### config.mk
export PLATFORM = sky130hd
export DESIGN_NAME = dm_port_arbiter
export DESIGN_NICKNAME = d
export VERILOG_FILES = /design/src/rtl/dm_arb_pkg.sv /design/src/rtl/rr_arb2.sv /design/src/rtl/dm_port_arbiter.sv
export SDC_FILE = /design/constraint.sdc
export NUM_CORES = 1
export LEC_CHECK = 0
export BUFFER_PORTS_ARGS = -buffer_cell sky130_fd_sc_hd__buf_2
export CORE_AREA = 3 3 120 122
export CTS_CLUSTER_DIAMETER = 30
export DETAILED_ROUTE_END_ITERATION = 8
export DIE_AREA = 0 0 123 125
export GPL_ROUTABILITY_DRIVEN = 0
export PLACE_DENSITY = 0.76
export REMOVE_ABC_BUFFERS = 1
export SYNTH_ARGS = -nofsm -noshare
export SYNTH_HDL_FRONTEND = slang
export SYNTH_SLANG_ARGS = --single-unit
### constraint.sdc
create_clock -name clk -period 1.8 [get_ports clk]
set_clock_uncertainty 0.05 [all_clocks]
set_input_delay 0.54 -clock clk [delete_from_list [all_inputs] [get_ports clk]]
set_output_delay 0.54 -clock clk [all_outputs]
set_load 0.05 [all_outputs]
### src/rtl/dm_arb_pkg.sv
// ============================================================================
//  Module   : dm_arb_pkg
//  Purpose  : Shared DMType encodings, arbiter FSM state type and the
//             alignment helper used by the data-memory port arbiter.
//  Options  : DM_ARB_ALIGN_CHK_EN (consumer side) enables misalignment checks
//  Revision : 1.0 - initial release
// ============================================================================
`default_nettype none

package dm_arb_pkg;

   // Access-size encodings understood by the data memory
   localparam logic [2:0] DM_WORD   = 3'b000;
   localparam logic [2:0] DM_HALF   = 3'b001;
   localparam logic [2:0] DM_HALF_U = 3'b010;
   localparam logic [2:0] DM_BYTE   = 3'b011;
   localparam logic [2:0] DM_BYTE_U = 3'b100;

   // Sequencer states: accept a command, then own the dm port for one cycle
   typedef enum logic [0:0] {
      ST_IDLE   = 1'b0,
      ST_ACCESS = 1'b1
   } arb_state_e;

   // Word accesses need addr[1:0]==0, half accesses need addr[0]==0;
   // byte accesses are always aligned.
   function automatic logic dm_misaligned(input logic [2:0] dm_type,
                                          input logic [1:0] addr_lo);
      logic mis;
      mis = 1'b0;
      case (dm_type)
         DM_WORD:            mis = (addr_lo != 2'b00);
         DM_HALF, DM_HALF_U: mis = addr_lo[0];
         default:            mis = 1'b0;
      endcase
      return mis;
   endfunction

endpackage

`default_nettype wire

### src/rtl/rr_arb2.sv
// ============================================================================
//  Module   : rr_arb2
//  Purpose  : Combinational two-way round-robin picker. A lone requester
//             always wins; on contention the requester named by prio wins.
//             Grant is one-hot or zero. The prio register lives in the parent.
//  Revision : 1.0 - initial release
// ============================================================================
`default_nettype none

module rr_arb2
   import dm_arb_pkg::*;
(
   input  logic [1:0] valid,
   input  logic       prio,
   output logic [1:0] grant
);

   // Pick a winner: uncontested requests pass, contention resolved by prio
   always_comb begin
      grant    = 2'b00;
      grant[0] = valid[0] & (~valid[1] | ~prio);
      grant[1] = valid[1] & (~valid[0] |  prio);
   end

endmodule

`default_nettype wire

### src/rtl/dm_port_arbiter.sv
// ============================================================================
//  Module   : dm_port_arbiter
//  Purpose  : Round-robin arbiter/sequencer sharing one data-memory port
//             between the MEM stage (req0) and a debug/DMA master (req1).
//             One access in flight; dm driven for one cycle per access;
//             registered response returned only to the issuing requester.
//  Options  : DM_ARB_ALIGN_CHK_EN - flag misaligned word/half accesses,
//             suppress their store strobe and return rsp_err=1, rdata=0.
//             Undefined: rsp_err tied 0, all accesses pass through.
//  Revision : 1.0 - initial release
// ============================================================================
`default_nettype none

module dm_port_arbiter
   import dm_arb_pkg::*;
#(
   parameter int AW = 32,
   parameter int DW = 32
) (
   input  logic          clk,
   input  logic          rstn,

   input  logic          req0_valid,
   output logic          req0_ready,
   input  logic          req0_we,
   input  logic [AW-1:0] req0_addr,
   input  logic [DW-1:0] req0_wdata,
   input  logic [2:0]    req0_type,

   input  logic          req1_valid,
   output logic          req1_ready,
   input  logic          req1_we,
   input  logic [AW-1:0] req1_addr,
   input  logic [DW-1:0] req1_wdata,
   input  logic [2:0]    req1_type,

   output logic          rsp0_valid,
   output logic [DW-1:0] rsp0_rdata,
   output logic          rsp0_err,

   output logic          rsp1_valid,
   output logic [DW-1:0] rsp1_rdata,
   output logic          rsp1_err,

   output logic          dm_DMWr,
   output logic [AW-1:0] dm_addr,
   output logic [DW-1:0] dm_din,
   output logic [2:0]    dm_DMType,
   input  logic [DW-1:0] dm_dout
);

   // ------------------------------------------------------------------------
   // State
   // ------------------------------------------------------------------------
   arb_state_e    state_q;
   logic          prio_q;

   // Command register: the access currently owning (or last owning) dm
   logic          cmd_we_q;
   logic [AW-1:0] cmd_addr_q;
   logic [DW-1:0] cmd_wdata_q;
   logic [2:0]    cmd_type_q;
   logic          cmd_owner_q;
   logic          cmd_err_q;

   // Response registers, one set per requester so the idle side stays 0
   logic [1:0]    rsp_valid_q;
   logic [DW-1:0] rsp0_rdata_q;
   logic [DW-1:0] rsp1_rdata_q;

   // ------------------------------------------------------------------------
   // Arbitration and request selection
   // ------------------------------------------------------------------------
   logic [1:0]    grant;
   logic          sel_we_d;
   logic [AW-1:0] sel_addr_d;
   logic [DW-1:0] sel_wdata_d;
   logic [2:0]    sel_type_d;
   logic          sel_err_d;
   logic [DW-1:0] rsp_data_d;

   rr_arb2 u_rr_arb2 (
      .valid ({req1_valid, req0_valid}),
      .prio  (prio_q),
      .grant (grant)
   );

   // Route the granted requester's command fields toward the command register
   always_comb begin
      sel_we_d    = req0_we;
      sel_addr_d  = req0_addr;
      sel_wdata_d = req0_wdata;
      sel_type_d  = req0_type;
      if (grant[1]) begin
         sel_we_d    = req1_we;
         sel_addr_d  = req1_addr;
         sel_wdata_d = req1_wdata;
         sel_type_d  = req1_type;
      end
   end

`ifdef DM_ARB_ALIGN_CHK_EN
   assign sel_err_d = dm_misaligned(sel_type_d, sel_addr_d[1:0]);
`else
   assign sel_err_d = 1'b0;
`endif

   // Stores and rejected accesses return zero data; loads return dm read data
   assign rsp_data_d = (cmd_we_q | cmd_err_q) ? '0 : dm_dout;

   // ------------------------------------------------------------------------
   // Handshake and dm port outputs
   // ------------------------------------------------------------------------
   // Ready is only offered in IDLE, and only to the arbitration winner
   assign req0_ready = (state_q == ST_IDLE) & grant[0];
   assign req1_ready = (state_q == ST_IDLE) & grant[1];

   // Write strobe derives from the async-reset state so it drops with rstn
   assign dm_DMWr   = (state_q == ST_ACCESS) & cmd_we_q & ~cmd_err_q;
   assign dm_addr   = cmd_addr_q;
   assign dm_din    = cmd_wdata_q;
   assign dm_DMType = cmd_type_q;

   assign rsp0_valid = rsp_valid_q[0];
   assign rsp1_valid = rsp_valid_q[1];
   assign rsp0_rdata = rsp0_rdata_q;
   assign rsp1_rdata = rsp1_rdata_q;

`ifdef DM_ARB_ALIGN_CHK_EN
   logic [1:0] rsp_err_q;
   assign rsp0_err = rsp_err_q[0];
   assign rsp1_err = rsp_err_q[1];
`else
   assign rsp0_err = 1'b0;
   assign rsp1_err = 1'b0;
`endif

   // ------------------------------------------------------------------------
   // Sequencer FSM
   // ------------------------------------------------------------------------
   // IDLE latches a granted command; ACCESS drives dm and captures the reply
   always_ff @(posedge clk or negedge rstn) begin
      if (!rstn) begin
         state_q      <= ST_IDLE;
         prio_q       <= 1'b0;
         cmd_we_q     <= 1'b0;
         cmd_addr_q   <= '0;
         cmd_wdata_q  <= '0;
         cmd_type_q   <= DM_WORD;
         cmd_owner_q  <= 1'b0;
         cmd_err_q    <= 1'b0;
         rsp_valid_q  <= 2'b00;
         rsp0_rdata_q <= '0;
         rsp1_rdata_q <= '0;
`ifdef DM_ARB_ALIGN_CHK_EN
         rsp_err_q    <= 2'b00;
`endif
      end else begin
         // Responses are single-cycle pulses; data returns to 0 afterwards
         rsp_valid_q  <= 2'b00;
         rsp0_rdata_q <= '0;
         rsp1_rdata_q <= '0;
`ifdef DM_ARB_ALIGN_CHK_EN
         rsp_err_q    <= 2'b00;
`endif
         case (state_q)
            ST_IDLE: begin
               if (|grant) begin
                  cmd_we_q    <= sel_we_d;
                  cmd_addr_q  <= sel_addr_d;
                  cmd_wdata_q <= sel_wdata_d;
                  cmd_type_q  <= sel_type_d;
                  cmd_err_q   <= sel_err_d;
                  cmd_owner_q <= grant[1];
                  // Hand priority to the requester that just lost its turn
                  prio_q      <= ~grant[1];
                  state_q     <= ST_ACCESS;
               end
            end
            ST_ACCESS: begin
               rsp_valid_q[cmd_owner_q] <= 1'b1;
               if (cmd_owner_q) begin
                  rsp1_rdata_q <= rsp_data_d;
               end else begin
                  rsp0_rdata_q <= rsp_data_d;
               end
`ifdef DM_ARB_ALIGN_CHK_EN
               rsp_err_q[cmd_owner_q] <= cmd_err_q;
`endif
               state_q <= ST_IDLE;
            end
            default: begin
               state_q <= ST_IDLE;
            end
         endcase
      end
   end

endmodule

`default_nettype wire

==> results of run 1 <==
==> state kept, by name, indices dropped and copies added, names as in the netlist, 2 cells and up <==
register and cells:
rsp0_rdata 32, rsp_valid_q 2, dm_addr 32, rsp1_rdata 32, dm_DMType 3, dm_din 32
==> how the worst max path moves through the flow <==
stage,endpoint,slack [ps],cells past startpoint
2_1_floorplan,req1_ready,-1370,3
3_3_place_gp,req0_ready,-1,4
3_5_place_dp,req0_ready,-40,4
4_1_cts,req0_ready,-110,3
5_1_grt,req1_ready,-140,4
6_report,req1_ready,-100,3
==> cells in the mapped netlist, drive strengths merged <==
cell | instances | share of area, %
dfrtp | 137 | 61
nor2 | 133 | 8.8
a31oi | 68 | 7.5
nand3 | 68 | 6.0
o21ai | 68 | 6.0
buf | 38 | 4.4
nand2b | 33 | 3.7
clkbuf | 18 | 1.2
inv | 4 | 0.27
nand2 | 4 | 0.27
and2 | 2 | 0.22
nor2b | 2 | 0.35
conb | 1 | 0.066
o21ba | 1 | 0.18
o22a | 1 | 0.16
o22ai | 1 | 0.11
==> layout by cell type, fill, tap and decap left out <==
cell type	netlist	layout
sky130_fd_sc_hd__conb_1	1	2
sky130_fd_sc_hd__diode_2	0	1
sky130_fd_sc_hd__buf_8	0	1
sky130_fd_sc_hd__a31oi_1	68	68
sky130_fd_sc_hd__o22ai_1	1	1
sky130_fd_sc_hd__o21ai_0	65	65
sky130_fd_sc_hd__inv_1	3	3
sky130_fd_sc_hd__clkbuf_8	0	1
sky130_fd_sc_hd__inv_2	1	1
sky130_fd_sc_hd__dfrtp_1	137	136
sky130_fd_sc_hd__buf_6	1	4
sky130_fd_sc_hd__clkinv_2	0	4
sky130_fd_sc_hd__nor2_2	0	1
sky130_fd_sc_hd__o21ba_4	0	1
sky130_fd_sc_hd__dfrtp_2	0	1
sky130_fd_sc_hd__o21ai_1	3	3
sky130_fd_sc_hd__buf_4	11	22
sky130_fd_sc_hd__nand2b_1	33	32
sky130_fd_sc_hd__buf_12	2	11
sky130_fd_sc_hd__o22a_1	1	1
sky130_fd_sc_hd__clkbuf_16	0	17
sky130_fd_sc_hd__clkinv_4	0	2
sky130_fd_sc_hd__clkinvlp_4	0	3
sky130_fd_sc_hd__buf_2	21	303
sky130_fd_sc_hd__nand2_1	4	3
sky130_fd_sc_hd__nand2b_4	0	1
sky130_fd_sc_hd__bufinv_16	0	2
sky130_fd_sc_hd__nand3_1	68	68
sky130_fd_sc_hd__dlygate4sd3_1	0	1
sky130_fd_sc_hd__and2_4	0	2
sky130_fd_sc_hd__nor2b_4	1	2
sky130_fd_sc_hd__nor2_1	133	132
sky130_fd_sc_hd__nand2_2	0	1
sky130_fd_sc_hd__inv_6	0	3
==> power by group <==
part           total [uW]  leakage (uW)  switching [uW]  internal (uW)
clock                3440      0.000283            1360           2080
sequential           3780       0.00171             238           3540
combinational        3780       0.00215            2770           1010
total               11000       0.00414            4370           6630
==> logic make-up (layout without fill, tap and decap cells) <==
group	after synthesis	count (layout)
DFF	137	137
other	1	3
buffers and inverters	60	378
and+or+nand+nor	242	242
AOI/OAI and AO/OA	139	139
==> what timing repair did <==
action | CTS | global route
gates cloned | 0 | 0
buffers inserted | 5 | 0
hold buffers | 1 | 0
endpoints found under the setup margin | 3 | 3
resized for setup | 11 | 5
endpoints found under the hold margin | 16 | 0
pin swaps | 2 | 1
==> metrics by stage <==
stage                     utilization [%]  hold slack, ps  setup WS (ps)
final                               61.28           329.6         -95.80
after global routing                61.28           334.5         -140.9
after CTS                           61.15           313.4         -114.9
after detailed placement            56.13           439.9         -39.96
after global placement              56.13           433.6         -1.423
after floorplan                         -           194.4          -1375
==> routing by layer <==
layer | global-route usage (%) | up-vias | wire length, um
met4 | 9.837 | 2 | 454
met2 | 39.14 | 260 | 9206
met5 | 0 | - | 17
met3 | 8.853 | 37 | 1944
li1 | - | 2584 | -
met1 | 27.70 | 2607 | 6656
==> critical path: stages (launching register included) <==
cell and delay [ps]:
sky130_fd_sc_hd__dfrtp_2 450, sky130_fd_sc_hd__buf_4 160, sky130_fd_sc_hd__nor2_2 120, sky130_fd_sc_hd__buf_6 170
==> final cells by class <==
type / instances / area (um^2) / area share (%)
tap: 176 / 220.2 / 2.703
clock buffer: 18 / 439.2 / 5.390
sequential: 137 / 3430 / 42.09
multi-input combinational: 383 / 1923 / 23.60
clock inverter: 14 / 146.4 / 1.797
timing repair buffer: 342 / 1972 / 24.20
inverter: 4 / 15.01 / 0.1843
antenna: 1 / 2.502 / 0.03071
==> results_dict.tcl, run 1 <==
set metrics [dict create \
    hold-path-endpoint "rsp1_rdata[9]$_DFF_PN0_" \
    layout_setup_ws_ps -95.80 \
    tritoncts.num_buffers 17 \
    timing.reg2reg.worst_path_depth 5 \
    worst_setup_hold_path_clk_slew_ps 60 \
    setup_repair_after_global_routing_missed_its_margin "true" \
    outcome "finished, violations left" \
    synth_area_per_cell_um2 9.757 \
    timing.reg2reg.setup_slack_ps 290 \
    port_buffers 307 \
    detail_route.first_pass.iterations 4 \
    num_vias 5490 \
    clock-root-buffer "sky130_fd_sc_hd__clkbuf_16" \
    timing.critical_path.arrival_ps 1310 \
    first_global_vias 5393 \
    vdd.ir_drop.worst_mv 0.6203 \
    crit-reg2reg-capture "dm_din[1]$_DFFE_PN0P_" \
    max_clock_freq_mhz 527.5 \
    viasPerCell 5.107 \
    drive_gt1_share_pct 42.65 \
    finalCritPeriodShare_pct 105.3 \
    worst-setup-path-type "reg2out" \
    die_width_um 123 \
    hpwlAfterDp_mm 13.17 \
    detailed_router_s_first_iteration_violation_count 311 \
    regToRegStartpoint "state_q$_DFF_PN0_" \
    worstSkewPairLatency_ps 410 \
    power_per_cell_area_mw_per_mm2 1350 \
    route.antenna.remaining_nets 0 \
    cp-startpoint "state_q$_DFF_PN0_" \
    synth_mux_area_share_pct 0 \
    grt_max_degree 69 \
    worstPathMaxFanout 4 \
    violated_checks "negative setup slack" \
    htreeDepth 4 \
    route.final.wire_length_mm 18.28 \
    simple_logic_cell_fraction_of_the_synthesized_area_pct 19.36 \
    worst_hold_path_type "in2reg" \
    critical_path.endpoint_type "primary output" \
    post_synth_instance_area_mm2 0.005649 \
    layoutNonFillerInstCount 1075 \
    global_route.overflow_total 0 \
    grt_pass1_wl_mm 28.32 \
    p_leak_uw 0.004141 \
    synth_xor_area_share_pct 0 \
    drc_violations 0 \
    synthesis.instances 579 \
    synth.lib_cells_used.distinct 23 \
    ff_latch_count_synth 137 \
    synth_seq_area_share_pct 60.69 \
    floorplan.initialDensity_pct 42.49 \
    crit_required_ps 1210 \
    totalNegativeSetupSlack_ps -248.0 \
    clockBufferDepth 2 \
    max_cap_viol_count 0 \
    synth_compound_area_share_pct 14.00 \
    count_of_final_setup_violators 3 \
    ys_warn_count 0 \
    crit_path_start_kind "register" \
    coreArea_mm2 0.01330 \
    place.detailed.instances 1036 \
    dieHeight_um 125 \
    area_of_the_die_mm2 0.01538 \
    cts_sink_count 137 \
    post_dp_cell_area_mm2 0.007462 \
    drv_slew 0 \
    synth-adder-area-share_pct 0 \
    rows 42 \
    timing.final.hold_violations 0 \
    dominant_combinational_cell_family_by_area_after_synthesis "simple AND/OR/NAND/NOR gates" \
    area_growth_pct 44.23 \
    wire_per_inst_um 17.00 \
    groute.usage.overall_pct 23.72 \
    fin_total_pwr_uw 11000 \
    layout.nets 1057 \
    tritoncts "built" \
    final_area_mm2 0.008148 \
    timing.final.crit_period_ps 1896 \
    layout.filler_cells 1131 \
    hold_start "dm_dout[9]" \
    antenna_found_initial 2 \
    hold_path_depth 3 \
    io-pin-count 310 \
]
Power figures use the tool's default switching activity.
==> run 2, diff against run 1 <==
--- a/config.mk
+++ b/config.mk
@@ -5,13 +5,13 @@
 export SDC_FILE = /design/constraint.sdc
 export NUM_CORES = 1
 export LEC_CHECK = 0
+export ABC_AREA = 1
 export BUFFER_PORTS_ARGS = -buffer_cell sky130_fd_sc_hd__buf_2
-export CORE_AREA = 3 3 120 122
+export CORE_MARGIN = 3
+export CORE_UTILIZATION = 35
 export CTS_CLUSTER_DIAMETER = 30
 export DETAILED_ROUTE_END_ITERATION = 8
-export DIE_AREA = 0 0 123 125
 export GPL_ROUTABILITY_DRIVEN = 0
-export PLACE_DENSITY = 0.76
 export REMOVE_ABC_BUFFERS = 1
 export SYNTH_ARGS = -nofsm -noshare
 export SYNTH_HDL_FRONTEND = slang
==> run 2 against run 1 <==
Compared with the run above: the flow still finishes with violations (negative setup slack); hold slack lost 290 ps; worst setup slack improved by 55 ps; global-route usage fell by 3.5 points; critical path depth up 2; largest power group is now combinational cells.
==> results_dict.tcl, run 2 <==
set metrics [dict create \
    synth.lib_cells_used.distinct 16 \
    timing.reg2reg.worst_path_depth 10 \
    area_of_the_die_mm2 0.01837 \
    timing.reg2reg.setup_slack_ps 20 \
    critical_path.max_stage_delay_ps 410 \
    timing.final.crit_period_ps 1841 \
    synth_seq_area_share_pct 58.36 \
    post_synth_edffs 0 \
    cpMaxStageDelayCell "sky130_fd_sc_hd__dfrtp_1" \
    io-pin-count 310 \
    critical_path.endpoint_type "primary output" \
    tritoncts.num_buffers 17 \
    synth-main-ff-cell "sky130_fd_sc_hd__dfrtp_1" \
    use_met1_pct 23.74 \
    clock_share_of_power_pct 21.5 \
    synth-async-reset-ratio_pct 100.0 \
    clock-root-buffer "sky130_fd_sc_hd__clkbuf_16" \
    ys_warn_count 0 \
    synthesis.instances 719 \
    critical_path_buf_inv_count 3 \
    finalCritPeriodShare_pct 102.3 \
    combinationalPowerShare_pct 50.5 \
    groute.usage.overall_pct 20.22 \
    switching_share_pct 49.76 \
    coreArea_mm2 0.01617 \
    clockBufferDepth 2 \
    floorplan.initialDensity_pct 36.32 \
    netlist.top_cell.by_area "sky130_fd_sc_hd__dfrtp_1" \
    grt_pass1_wl_mm 28.99 \
    tritoncts "built" \
    power_per_cell_area_mw_per_mm2 1971 \
    worst_setup_hold_path_clk_slew_ps 60 \
    outcome "finished, violations left" \
    timing.final.hold_violations 0 \
    count_of_final_setup_violators 2 \
    antenna_found_initial 1 \
    layout_setup_ws_ps -40.94 \
    final_cell_mix "sky130_fd_sc_hd__nand2_1, sky130_fd_sc_hd__buf_2, sky130_fd_sc_hd__nand3_1, sky130_fd_sc_hd__dfrtp_1, sky130_fd_sc_hd__nor2_1" \
    post_synth_instance_area_mm2 0.005874 \
    cp-startpoint "prio_q$_DFFE_PN0P_" \
    yosys.cell_count.top_type "sky130_fd_sc_hd__nand2_1" \
    p_seq_share_pct 28.0 \
    rows 46 \
    dieHeight_um 135.6 \
    grt_use_met2_pct 32.44 \
    hpwlAfterDp_mm 13.32 \
    port_buffers 307 \
    route.antenna.remaining_nets 0 \
    worst_hold_path_type "in2async" \
    global_route_layer_with_the_greatest_usage "met2" \
    ff_latch_count_synth 137 \
    final_core_utilization_pct 52.15 \
    viasPerCell 4.658 \
    post_cts_hold_buffer_count 0 \
    num_vias 5841 \
    cellInternalPower_uw 8351 \
    drive_gt1_share_pct 36.90 \
    detailed_router_s_first_iteration_violation_count 232 \
    timing.critical_path.max_delay_family "flip-flops" \
    drc_violations 0 \
    drv_slew 0 \
    cp_num_cells 5 \
    vdd.ir_drop.worst_mv 0.8474 \
    max_cap_viol_count 0 \
    area_growth_pct 43.58 \
    layout.nets 1197 \
    first_global_vias 5538 \
    wire_per_inst_um 15.15 \
    worstSkewPairLatency_ps 400 \
    netlist_top_cells_area "sky130_fd_sc_hd__dfrtp_1, sky130_fd_sc_hd__nand2_1, sky130_fd_sc_hd__nand3_1" \
    synth_area_per_cell_um2 8.170 \
    detail_route.first_pass.iterations 5 \
    crit_top_cell "sky130_fd_sc_hd__inv_2" \
    violated_checks "negative setup slack" \
    regToRegStartpoint "prio_q$_DFFE_PN0P_" \
    crit_path_cell_trace "inv_2 -> nand2_4 -> nand3_4 -> inv_2 -> buf_8" \
    mostFrequentLayoutCell "sky130_fd_sc_hd__nand2_1" \
    global_route.overflow_total 0 \
    route.final.wire_length_mm 18.99 \
    htreeDepth 4 \
    crit_path_end "req1_ready" \
    die_width_um 135.6 \
    crit_required_ps 1210 \
    worst-setup-path-type "reg2out" \
    timing.critical_path.arrival_ps 1250 \
    switchingPower_uw 8272 \
    p_leak_uw 0.005085 \
    antenna_cells_inserted 0 \
    pre_cts_slack_ps 11.22 \
    synth_commonest_cells "sky130_fd_sc_hd__nand2_1, sky130_fd_sc_hd__nand3_1, sky130_fd_sc_hd__dfrtp_1, sky130_fd_sc_hd__nor2_1, sky130_fd_sc_hd__clkbuf_1" \
    cts_sink_count 137 \
    met3_layer_usage_reported_by_global_route_pct 9.881 \
    worstPathMaxFanout 2 \
    netlist.area_leader.share_pct 58.36 \
    grt_max_degree 85 \
    crit_path_start_kind "register" \
    setup_repair_after_global_routing_missed_its_margin "true" \
    crit-reg2reg-capture "prio_q$_DFFE_PN0P_" \
    max_clock_freq_mhz 543.2 \
]
==> run 2: changes by cell type in the layout (fill, tap and decap cells not counted), sizes merged, moves of 2 or more <==
cell,change
and2,-2
nand2b,-33
inv,+6
nand3,+71
nor2b,-2
o21ai,-67
a31oi,-68
nand2,+309
clkinv,-3
nor2,-68
==> run 2: metal layers <==
layer | vias up | routed length (um)
li1 | 2867 | -
met1 | 2699 | 7598
met2 | 255 | 8936
met3 | 18 | 2240
met4 | 2 | 210
met5 | - | 7
==> run 2: per-stage QoR <==
stage | instances | TNS, ps | total power [uW] | hold slack, ps | instance area, um^2
CTS | 1253 | -81.61 | 16800 | 31.70 | 8419
global placement | 1210 | 0 | 12900 | 406.7 | 7695
floorplan | 666 | -60680 | 10370 | 194.4 | 5609
finish | 1254 | -46.58 | 16620 | 38.00 | 8434
detailed placement | 1210 | 0 | 12930 | 409.6 | 7695
global route | 1254 | -205.6 | 17550 | 43.76 | 8434
==> run 2: worst reg2reg max path, cell delays in order, from the launching register on <==
cell	delay [ps]
sky130_fd_sc_hd__dfrtp_1	410
sky130_fd_sc_hd__inv_2	70
sky130_fd_sc_hd__buf_4	140
sky130_fd_sc_hd__buf_4	120
sky130_fd_sc_hd__buf_4	120
sky130_fd_sc_hd__buf_4	120
sky130_fd_sc_hd__buf_4	120
sky130_fd_sc_hd__buf_4	120
sky130_fd_sc_hd__buf_4	120
sky130_fd_sc_hd__buf_4	120
sky130_fd_sc_hd__o21ai_0	190
==> run 2: logic make-up (layout without fill, tap and decap cells) <==
group	after synthesis	count (layout)	share of synthesized area [%]
compound gates	1	1	0.08512
other cells	1	2	0.06384
flops	137	137	58.36
buf+inv	63	381	5.155
simple gates	517	517	36.34
==> run 2: worst min path at each step <==
stage                                     to  cells past startpoint                startpoint  slack [ps]
finish              rsp0_rdata[29]$_DFF_PN0_                      2                      rstn          40
global route        rsp0_rdata[29]$_DFF_PN0_                      2                      rstn          40
floorplan            cmd_owner_q$_DFFE_PN0P_                      0                      rstn         190
detailed placement   dm_addr[14]$_DFFE_PN0P_                      2   dm_addr[14]$_DFFE_PN0P_         410
global placement    dm_DMType[0]$_DFFE_PN0P_                      2  dm_DMType[0]$_DFFE_PN0P_         410
CTS                 rsp0_rdata[29]$_DFF_PN0_                      2                      rstn          30
==> run 2: what timing repair did <==
item                                    CTS  global route
pin swaps                                 2             2
setup buffers                            11             1
gates cloned                              0             0
endpoints found under the setup margin    2             3
resized for setup                        12             1
==> run 2: power groups by stage <==
stage | logic (uW) | registers [uW] | clock network (uW)
2_1_floorplan | 1970 | 8400 | 0
3_3_place_gp | 8260 | 4640 | 0
3_5_place_dp | 8250 | 4680 | 0
4_1_cts | 8460 | 4650 | 3690
5_1_grt | 8950 | 4780 | 3820
6_report | 8400 | 4650 | 3580
==> run 2: layout make-up <==
type,instances,area (um^2)
inverters,9,33.78
well taps,216,270.3
multi-input cells,520,2167
flip-flops and latches,137,3428
fillers,1589,7739
repair buffers,340,1926
clock buffers,19,442.9
clock inverters,13,166.4
==> run 3, diff against run 2 <==
--- a/config.mk
+++ b/config.mk
@@ -7,7 +7,7 @@
 export LEC_CHECK = 0
 export ABC_AREA = 1
 export BUFFER_PORTS_ARGS = -buffer_cell sky130_fd_sc_hd__buf_2
-export CORE_MARGIN = 3
+export CORE_MARGIN = 4
 export CORE_UTILIZATION = 35
 export CTS_CLUSTER_DIAMETER = 30
 export DETAILED_ROUTE_END_ITERATION = 8
==> run 3 against run 2 <==
Compared with the run above: the flow still finishes with violations (negative setup slack); critical path depth is the same; maximum frequency shrank 0.69%; sequential power is essentially flat; first-iteration DRC count shrank 14%; clock power shrank 6.7%; non-clock buffer count grew 3; flip-flop and latch count is the same; combinational power shrank 1%; die area grew 3.0%; critical endpoint unchanged; largest cell class unchanged; highest routed layer unchanged.
==> results_dict.tcl, run 3 (synthesized netlist as in run 2, its figures left out) <==
set metrics [dict create \
    outcome "finished, violations left" \
    violated_checks "negative setup slack" \
    clockBufferDepth 2 \
    worst_setup_hold_path_clk_slew_ps 60 \
    viasPerCell 4.647 \
    cts_sink_count 137 \
    dieHeight_um 137.6 \
    detail_route.first_pass.iterations 4 \
    layout_setup_ws_ps -53.73 \
    rows 47 \
    grt_pass1_wl_mm 29.20 \
    die_width_um 137.6 \
    floorplan.initialDensity_pct 35.55 \
    first_global_vias 5625 \
    timing.final.crit_period_ps 1854 \
    finalCritPeriodShare_pct 103.0 \
    final_cell_mix "sky130_fd_sc_hd__nand2_1, sky130_fd_sc_hd__buf_2, sky130_fd_sc_hd__nand3_1, sky130_fd_sc_hd__dfrtp_1, sky130_fd_sc_hd__nor2_1" \
    mostFrequentLayoutCell "sky130_fd_sc_hd__nand2_1" \
    power_per_cell_area_mw_per_mm2 1939 \
    antenna_found_initial 2 \
    setup_repair_after_global_routing_missed_its_margin "true" \
    post_dp_cell_area_mm2 0.007755 \
    layout.nets 1200 \
    crit_path_start_kind "register" \
    area_growth_pct 43.24 \
    tritoncts "built" \
    critical_path.endpoint_type "primary output" \
    clock-root-buffer "sky130_fd_sc_hd__clkbuf_16" \
    fin_total_pwr_uw 16320 \
    final_area_mm2 0.008414 \
    detailed_router_s_first_iteration_violation_count 200 \
    hold-worst-slack_ps 309.9 \
    route.final.wire_length_mm 19.51 \
    wire_per_inst_um 15.47 \
    area_of_the_die_mm2 0.01892 \
    drc_violations 0 \
    p_leak_uw 0.005088 \
    max_cap_viol_count 0 \
    drv_slew 0 \
    worst_hold_path_type "in2reg" \
    port_buffers 307 \
    tritoncts.num_buffers 17 \
    worst-setup-path-type "reg2out" \
    groute.usage.overall_pct 20.08 \
    antenna_cells_inserted 0 \
    hpwlAfterDp_mm 14.04 \
    worstSkewPairLatency_ps 410 \
    global_route.overflow_total 0 \
    htreeDepth 4 \
    vdd.ir_drop.worst_mv 0.8384 \
    timing.critical_path.arrival_ps 1260 \
    pre_cts_slack_ps 9.728 \
    num_vias 5860 \
    route.antenna.remaining_nets 0 \
    max_clock_freq_mhz 539.5 \
    coreArea_mm2 0.01652 \
    crit_required_ps 1210 \
    drive_gt1_share_pct 37.08 \
    timing.final.hold_violations 0 \
    io-pin-count 310 \
    count_of_final_setup_violators 2 \
    grt_max_degree 69 \
    worstPathMaxFanout 2 \
]
run 3: area by class of cell:
class,instances,area (um^2)
Inverter,9,33.78
Fill cell,1636,8110
Clock inverter,13,118.9
Tap cell,220,275.3
Multi-Input combinational cell,520,2167
Timing Repair Buffer,343,1938
Sequential cell,137,3428
Clock buffer,19,452.9
run 3: worst max-delay path: stages (launching register included):
cell                      delay, ps
sky130_fd_sc_hd__dfrtp_1        420
sky130_fd_sc_hd__inv_2           70
sky130_fd_sc_hd__nand2_4         70
sky130_fd_sc_hd__nand3_4         70
sky130_fd_sc_hd__inv_2           70
sky130_fd_sc_hd__buf_8          140
run 3: through the flow:
stage	utilization (%)	setup TNS [ps]	instances
3_5_place_dp	46.93	0	1223
6_report	50.92	-84.34	1261
5_1_grt	50.92	-177.5	1261
4_1_cts	50.77	-89.05	1259
3_3_place_gp	46.93	0	1223
2_1_floorplan	-	-60680	666
run 3: final timing paths:
check | endpoint | slack (ps) | startpoint | cells after the start
worst max-delay path | req1_ready | -50 | prio_q$_DFFE_PN0P_ | 5
worst min-delay path | rsp1_rdata[3]$_DFF_PN0_ | 310 | dm_dout[3] | 3
worst max register to register | dm_addr[12]$_DFFE_PN0P_ | 260 | prio_q$_DFFE_PN0P_ | 9
worst min register to register | dm_din[0]$_DFFE_PN0P_ | 420 | dm_din[0]$_DFFE_PN0P_ | 2
max in group asynchronous | dm_din[8]$_DFFE_PN0P_ | 580 | rstn | 3
min in group asynchronous | rsp1_rdata[10]$_DFF_PN0_ | 560 | rstn | 2
run 3: repair_timing:
| item | in CTS | in global routing |
|---|---|---|
| setup buffers | 3 | 2 |
| cloned | 0 | 0 |
| endpoints found under the setup margin | 2 | 3 |
| hold endpoints to repair | 31 | 0 |
| pin swaps | 2 | 1 |
| hold buffers | 1 | 0 |
| gates resized for setup | 11 | 2 |
run 3: where the power goes:
| group | switching (uW) | internal, uW |
|---|---|---|
| Combinational | 6430 | 1880 |
| Clock | 1360 | 1980 |
| Sequential | 504 | 4160 |
| Total | 8290 | 8030 |
run 3: layer usage:
layer	up-vias	track usage, %	part of all wire [%]
met5	-	0	0.16
li1	2886	-	-
met3	19	9.642	12
met1	2730	23.44	40
met4	4	5.710	1.3
met2	221	32.94	47
